[config.mk]
export PLATFORM = sky130hd
export DESIGN_NAME = calc_arbiter
export DESIGN_NICKNAME = d
export VERILOG_FILES = /design/src/rtl/calc_arbiter.sv
export SDC_FILE = /design/constraint.sdc
export NUM_CORES = 1
export LEC_CHECK = 0
export BUFFER_PORTS_ARGS = -buffer_cell sky130_fd_sc_hd__buf_2
export CORE_MARGIN = 2
export CORE_UTILIZATION = 45
export DETAILED_ROUTE_END_ITERATION = 6
export PLACE_DENSITY = 0.77
export SLEW_MARGIN = 20
export SYNTH_ARGS = -nofsm -noshare
export SYNTH_HDL_FRONTEND = slang
export SYNTH_SLANG_ARGS = --single-unit
export TNS_END_PERCENT = 5
[constraint.sdc]
create_clock -name CLOCK_50 -period 2 [get_ports CLOCK_50]
set_clock_uncertainty 0.15 [all_clocks]
set_input_delay 0.2 -clock CLOCK_50 [delete_from_list [all_inputs] [get_ports CLOCK_50]]
set_output_delay 0.2 -clock CLOCK_50 [all_outputs]
set_load 0.01 [all_outputs]
[src/rtl/calc_arbiter.sv]
// calc_arbiter: round-robin front end that shares one W-bit signed calculator
// datapath between two requesters. It latches the winner's operation, issues it,
// waits ALU_LAT cycles, and captures the result. The result goes back to the
// winner through a valid/ready handshake, and the last completed result is kept
// for display.
module calc_arbiter #(
    parameter int unsigned W       = 4,
    parameter int unsigned ALU_LAT = 1
) (
    input  logic         CLOCK_50,
    input  logic         RESET_N,
    // Requester 0
    input  logic         req0_valid,
    output logic         req0_ready,
    input  logic [2:0]   req0_op,
    input  logic [W-1:0] req0_a,
    input  logic [W-1:0] req0_b,
    output logic         rsp0_valid,
    input  logic         rsp0_ready,
    // Requester 1
    input  logic         req1_valid,
    output logic         req1_ready,
    input  logic [2:0]   req1_op,
    input  logic [W-1:0] req1_a,
    input  logic [W-1:0] req1_b,
    output logic         rsp1_valid,
    input  logic         rsp1_ready,
    // Shared response payload
    output logic [W:0]   rsp_r,
    output logic         rsp_ovf,
    output logic         rsp_err,
    // Datapath interface
    output logic [2:0]   alu_op,
    output logic [W-1:0] alu_a,
    output logic [W-1:0] alu_b,
    input  logic [W:0]   alu_r,
    input  logic         alu_ovf,
    // Display path
    output logic [W:0]   last_r,
    output logic         last_ovf,
    output logic         last_src,
    output logic         busy
);

    typedef enum logic [1:0] {StIdle, StIssue, StCapture, StResp} state_e;

    localparam logic [2:0] LastCnt = 3'(ALU_LAT - 1);

    state_e       state_q;
    logic         ptr_q;
    logic         gnt_q;
    logic [2:0]   cnt_q;
    logic [2:0]   op_q;
    logic [W-1:0] a_q;
    logic [W-1:0] b_q;
    logic [W:0]   rsp_r_q;
    logic         rsp_ovf_q;
    logic         rsp_err_q;
    logic         rsp0_valid_q;
    logic         rsp1_valid_q;
    logic [W:0]   last_r_q;
    logic         last_ovf_q;
    logic         last_src_q;

    logic         gnt_d;
    logic         accept;
    logic         rsp_hs;
    logic         op_reserved;

    // Grant selection in IDLE: a lone requester wins; on contention the pointer decides.
    always_comb begin
        gnt_d = 1'b0;
        if (req1_valid && !req0_valid) begin
            gnt_d = 1'b1;
        end else if (req0_valid && req1_valid) begin
            gnt_d = ptr_q;
        end
        accept = (state_q == StIdle) && (req0_valid || req1_valid);
    end

    // Readies are masked by reset so every output reads 0 while RESET_N is low.
    assign req0_ready = RESET_N & accept & ~gnt_d;
    assign req1_ready = RESET_N & accept & gnt_d;

    assign rsp_hs      = (rsp0_valid_q && rsp0_ready) || (rsp1_valid_q && rsp1_ready);
    assign op_reserved = (op_q[2:1] == 2'b11);

    // Control FSM with all datapath-facing and response state registered.
    always_ff @(posedge CLOCK_50 or negedge RESET_N) begin
        if (!RESET_N) begin
            state_q      <= StIdle;
            ptr_q        <= 1'b0;
            gnt_q        <= 1'b0;
            cnt_q        <= '0;
            op_q         <= '0;
            a_q          <= '0;
            b_q          <= '0;
            rsp_r_q      <= '0;
            rsp_ovf_q    <= 1'b0;
            rsp_err_q    <= 1'b0;
            rsp0_valid_q <= 1'b0;
            rsp1_valid_q <= 1'b0;
            last_r_q     <= '0;
            last_ovf_q   <= 1'b0;
            last_src_q   <= 1'b0;
        end else begin
            case (state_q)
                StIdle: begin
                    if (accept) begin
                        op_q    <= gnt_d ? req1_op : req0_op;
                        a_q     <= gnt_d ? req1_a  : req0_a;
                        b_q     <= gnt_d ? req1_b  : req0_b;
                        gnt_q   <= gnt_d;
                        ptr_q   <= ~gnt_d;
                        cnt_q   <= '0;
                        state_q <= StIssue;
                    end
                end
                StIssue: begin
                    if (cnt_q == LastCnt) begin
                        cnt_q   <= '0;
                        state_q <= StCapture;
                    end else begin
                        cnt_q <= cnt_q + 3'd1;
                    end
                end
                StCapture: begin
                    // Reserved opcodes discard whatever the datapath produced.
                    if (op_reserved) begin
                        rsp_r_q   <= '0;
                        rsp_ovf_q <= 1'b0;
                        rsp_err_q <= 1'b1;
                    end else begin
                        rsp_r_q   <= alu_r;
                        rsp_ovf_q <= alu_ovf;
                        rsp_err_q <= 1'b0;
                    end
                    rsp0_valid_q <= ~gnt_q;
                    rsp1_valid_q <= gnt_q;
                    state_q      <= StResp;
                end
                StResp: begin
                    if (rsp_hs) begin
                        last_r_q     <= rsp_r_q;
                        last_ovf_q   <= rsp_ovf_q;
                        last_src_q   <= gnt_q;
                        rsp0_valid_q <= 1'b0;
                        rsp1_valid_q <= 1'b0;
                        state_q      <= StIdle;
                    end
                end
                default: state_q <= StIdle;
            endcase
        end
    end

    assign alu_op     = op_q;
    assign alu_a      = a_q;
    assign alu_b      = b_q;
    assign rsp0_valid = rsp0_valid_q;
    assign rsp1_valid = rsp1_valid_q;
    assign rsp_r      = rsp_r_q;
    assign rsp_ovf    = rsp_ovf_q;
    assign rsp_err    = rsp_err_q;
    assign last_r     = last_r_q;
    assign last_ovf   = last_ovf_q;
    assign last_src   = last_src_q;
    assign busy       = (state_q != StIdle);

endmodule

# Word-level counts from Yosys, hierarchy flattened
# Index checks and enable logic that the tools add are counted.
[op_classes]
add_sub_neg = 1
magnitude_cmp = 0
bitwise_logic = 5
n_mul = 0
n_div = 0
shifts = 0
n_reduce_logical = 18
n_eq_ne = 7
muxes = 18
[ops]
columns = ["operator", "n"]
rows = [
  ["3-bit 2-to-1 mux", 3],
  ["4-bit 2-to-1 mux", 2],
  ["2-bit one-hot mux with 4 select lines", 1],
  ["2-bit AND reduction", 4],
  ["2-bit equality test (second input constant)", 3],
  ["2-bit 2-to-1 mux", 3],
  ["2-bit != test (second input constant)", 3],
  ["3-bit one-hot mux with 2 select lines", 1],
  ["2-bit nonzero test", 3],
  ["1-bit logical AND", 5],
  ["1-bit 2-to-1 mux", 5],
  ["5-bit 2-to-1 mux", 1],
  ["1-bit one-hot mux with 2 select lines", 2],
  ["3-bit by 1-bit adder with 3-bit output (second input constant)", 1],
  ["1-bit bitwise AND", 3],
  ["3-bit zero test", 1],
  ["3-bit AND reduction", 1],
  ["2-bit by 1-bit equality test with 1-bit output (second input constant)", 1],
  ["2-bit zero test", 1],
  ["1-bit logical OR", 2],
  ["1-bit inverter", 2],
  ["1-bit zero test", 1],
]
[word_totals]
romBits = 0
latchBits = 0
ramBits = 0
ff_bits = 34
out_inout_bits = 30
word_cells = 64
input_bits = 34
memories = 0

# Logic depth before layout (Yosys ltp)
[depth]
depth_word = 5
ltp_mapped = 6
mapped_depth_nobuf = 5

# Least setup slack after synthesis
# Ideal clock, no wire load.
[synth_path]
kind = "register to register"
startpoint = "reg state_q[0]"
endpoint = "reg cnt_q[0]"
path_slack_ps = 246
arrival_time_ps = 1479
required_time_ps = 1725
setup_time_ps = 125
path_stages_with_launch = 6
path_buffers = 0
synth_period_minus_slack_ps = 1754
path_cell_list = "dfrtp_1 > inv_1 > ha_1 > or3b_1 > and3_1 > mux2_2"
[synth_via]
elab_chain_cells = 4
word_cells_on_any_way = 7
classes_between = "eq/ne: 2; mux: 1; reduce/logical: 4"
[synth_lines]
columns = ["item", "line", "rtl"]
rows = [
  ["start, declared", "49", "state_e state_q;"],
  ["start signal, assigned", "91", "state_q <= StIdle;"],
  ["start signal, assigned", "116", "state_q <= StIssue;"],
  ["start signal, assigned", "122", "state_q <= StCapture;"],
  ["2-bit zero test", "78, 107", ""],
  ["1-bit logical AND", "78", "accept = (state_q == StIdle) && (req0_valid || req1_valid);"],
  ["2-bit != test (no source line)", "-", ""],
  ["2-bit AND reduction (no source line)", "-", ""],
  ["end signal, assigned", "124", "cnt_q <= cnt_q + 3'd1;"],
  ["end, declared", "52", "logic [2:0] cnt_q;"],
]
# Several ways; a longest one is shown, not always the timed one.
# A chain may end at the register's enable or synchronous reset.

# Worst setup path after layout
[layout_path]
startpoint = "reg state_q[0]"
endpoint = "out req0_ready"
[layout_via]
elab_chain_cells = 4
[layout_lines]
columns = ["item", "line", "rtl"]
rows = [
  ["2-bit zero test", "78", ""],
  ["1-bit logical AND", "78", ""],
  ["1-bit bitwise AND (2 in a row)", "82", "assign req0_ready = RESET_N & accept & ~gnt_d;"],
  ["end, declared", "14", "output logic req0_ready,"],
]
# No other way between the ends.

==> flow_summary_export.csv <==
group,metric,value,unit
route,drc,0,
sta,setup_viol,0,
worst_setup_path,r2r_cells,5,
worst_setup_path,arrival,1.57,ns
route,vias_per_cell,5.21,
clocking,clock_latency,0.34,ns
place,dp.cells,254,
sta,fmax,520,MHz
floorplan,die_y,63.1,um
grt,grt_max_degree,34,
synthesis,syn-num-nets,186,
power,switching_share,39.6,%
clocking,cts_sinks,34,
synthesis,syn_avg_cell_area,10.8,sq um
floorplan,io_pins,64,
route,wl_met2,2.05,mm
worst_setup_path,r2r-end,"cnt_q[0]",
worst_setup_path,required,1.65,ns
cells_and_area,final_common_cell,"buf_2",
floorplan,start_util,47.0,%
worst_setup_path,path_max_fanout,13,
worst_setup_path,r2r-start,"state_q[0]",
synthesis,synth.distinct_cells,24,
cells_and_area,seq_area,851,sq um
floorplan,core.rowCount,21,
synthesis,yosysWarnings,0,
synthesis,synth_edf_count,0,
place,hpwl,2.60,mm
synthesis,yosysSeqAreaShare,54.2,%
worst_hold_path,whs_path_depth,3,
route,drt_iter0_drc,91,
route,vias,1468,
synthesis,async_flop_share,100,%
worst_setup_path,cp_num_buf_inv,2,
synthesis,synth_top_area_cell,"dfrtp_1",
grt,antenna_found_initial,0,
cells_and_area,stdcell_count,282,
worst_hold_path,hold_class,"in -> reg",
synthesis,netlist_top_cells_area,"dfrtp_1 (54%), a221o_1 (7.0%), o21ai_0 (6.7%)",
synthesis,synth_top_area_share,54.2,%
cells_and_area,synthToLayoutAreaGrowth,42.7,%
worst_hold_path,holdPathEnd,"alu_a[1]",
worst_setup_path,path_delay_family,"flip-flops",
sta,finalHoldViolCount,0,
clocking,root_buffer,"clkbuf_4",
floorplan,die_x,63.1,um
grt,grt.total_usage,22.1,%
floorplan,die-area,3980,sq um
run_status,outcome,"finished clean",
cells_and_area,fin_area,2240,sq um
route,wl_per_cell,14.6,um
cells_and_area,multi_input_area,644,sq um
worst_setup_path,endpoint_kind,"output port",
worst_setup_path,critical-path-max-stage-delay,0.42,ns
grt,grt.overflow.total,0,
clocking,cts_tree,"yes",
cells_and_area,final_cell_mix,"buf_2 (63), dfrtp_1 (34), o21ai_0 (21)",
sta,drv_slew,0,
route,routed_wl,4.12,mm
clocking,htreeDepth,2,
sta,tightest_slew,0.445,ns
synthesis,synth_flop_cell,"dfrtp_1",
power,power_frac_seq,38.9,%
power,ir_worst_vdd,0.000705,V
worst_setup_path,critical_path_class,"reg -> out",
cells_and_area,drive_gt1_share,38.1,%
sta,max_slew_margin,70.3,%
sta,final.period_utilization,96.1,%
cells_and_area,diodes,0,
power,p_int,1.83,mW
synthesis,yosys_register_bits,34,
route,routed.top_layer,"met4",
power,leakage,1.19,nW
synthesis,syn-instance-count,145,
place,place_area,1960,sq um
worst_setup_path,worst_setup_path_start_kind,"register",
worst_hold_path,worstHoldStart,"req0_a[1]",
worst_setup_path,rrSetupSlack,0.23,ns
worst_setup_path,cpMaxStageDelayCell,"dfrtp_1",
place,place_congestion,0.777,
cells_and_area,fill_cells,283,
grt,grt_pass1_vias,1456,
power,comb_power_share,47.7,%
synthesis,synth_area,1570,sq um
sta,period_minus_slack,1.92,ns
grt,grt_pass1_wl,6.89,mm
route,ant_nets,0,
clocking,ctsLongestPathBuffers,2,
worst_setup_path,cp_cell_sequence,"inv_2, ha_4, and2_4, and3_1, buf_2",
clocking,tritoncts.num_buffers,5,
cells_and_area,final_nets,276,
route,dr_wl_met3,228,um
cells_and_area,fin_util,67.1,%
floorplan,fp.coreArea,3340,sq um
power,p_clk_share,13.4,%
clocking,clk_pin_slew_worst_paths,0.11,ns
flow_run,drv_cap,0,
route,wl_met1,1.77,mm
power,power.net_switching,1.20,mW
place,portBuffers,63,
power,power_density,1350,nW/um^2
route,drt_pre_antenna_iters,4,
## per-stage QoR
stage	setup TNS (ns)	power [mW]	hold WS (ns)	setup slack (ns)
global placement	0	2.48	-0.151	0.188
CTS	0	2.98	0.0162	0.0238
global route	-0.00291	3.28	0.0331	-0.00291
detailed placement	0	2.51	-0.150	0.135
finish	0	3.03	0.0289	0.0774
floorplan	0	1.98	-0.246	0.246
## power by group through the flow
stage	combinational (mW)	sequential (mW)	clock [mW]
2_1_floorplan	0.691	1.29	0
3_3_place_gp	1.30	1.18	0
3_5_place_dp	1.33	1.18	0
4_1_cts	1.39	1.17	0.414
5_1_grt	1.60	1.22	0.455
6_report	1.44	1.18	0.405
## registers in the layout, summed over array words and instances, names as in the netlist
name and cells:
cnt_q 3, rsp_ovf 1, rsp0_valid 1, last_r 5, rsp_r 5, alu_b 4, state_q 2, rsp_err 1
rsp1_valid 1, last_src 1, gnt_q 1, last_ovf 1, alu_a 4, alu_op 3, ptr_q 1
## synthesized netlist by cell type, types with 2 or more instances
master,n
ha_1,7
mux2_2,3
inv_1,18
o22ai_1,3
clkbuf_1,4
nand3_1,7
dfrtp_1,34
nand2b_1,2
a21oi_1,2
buf_2,2
and3_1,13
o21ai_0,21
a22o_1,3
and2_1,2
nor2_1,2
a221o_1,11
nand2_1,4
## tightest hold or removal path, cell delays in order
cell     delay (ns)
buf_2          0.07
and3_1         0.13
a221o_1        0.10
## cell type report
cell class | count | area share (%)
Sequential cell | 34 | 38.0
Multi-Input combinational cell | 87 | 28.8
Timing Repair Buffer | 89 | 24.8
Inverter | 18 | 3.02
Tap cell | 46 | 2.57
Clock buffer | 6 | 2.29
Clock inverter | 2 | 0.559
## what timing repair did
action                                  CTS  global route
endpoints found under the setup margin    2             2
resized for setup                         5             2
hold endpoints to repair                 51             0
pin swaps                                 0             0
hold buffers                             18             0
setup buffers                             0             2
## cell families after synthesis
| family | synth area share (%) |
|---|---|
| AOI/OAI and AO/OA | 19.5 |
| DFF | 54.2 |
| and+or+nand+nor | 12.0 |
| buffers and inverters | 5.90 |
| adders and majority gates | 5.58 |
| muxes | 2.79 |
## metal layers
layer,up-vias,track usage [%]
li1,702,-
met1,709,27.2
met2,49,37.0
met3,8,6.25
met4,0,8.06
met5,-,0
## worst max path at each step
stage	startpoint	to	slack [ns]	cells after the start
after floorplan	state_q[0]	cnt_q[0]	0.25	5
after global placement	state_q[0]	cnt_q[0]	0.19	5
after detailed placement	state_q[0]	cnt_q[0]	0.14	5
after CTS	state_q[0]	req0_ready	0.02	5
after global routing	state_q[0]	req1_ready	-0.003	6
final	state_q[0]	req0_ready	0.08	5
No activity file was read; power rests on OpenSTA's default activity.
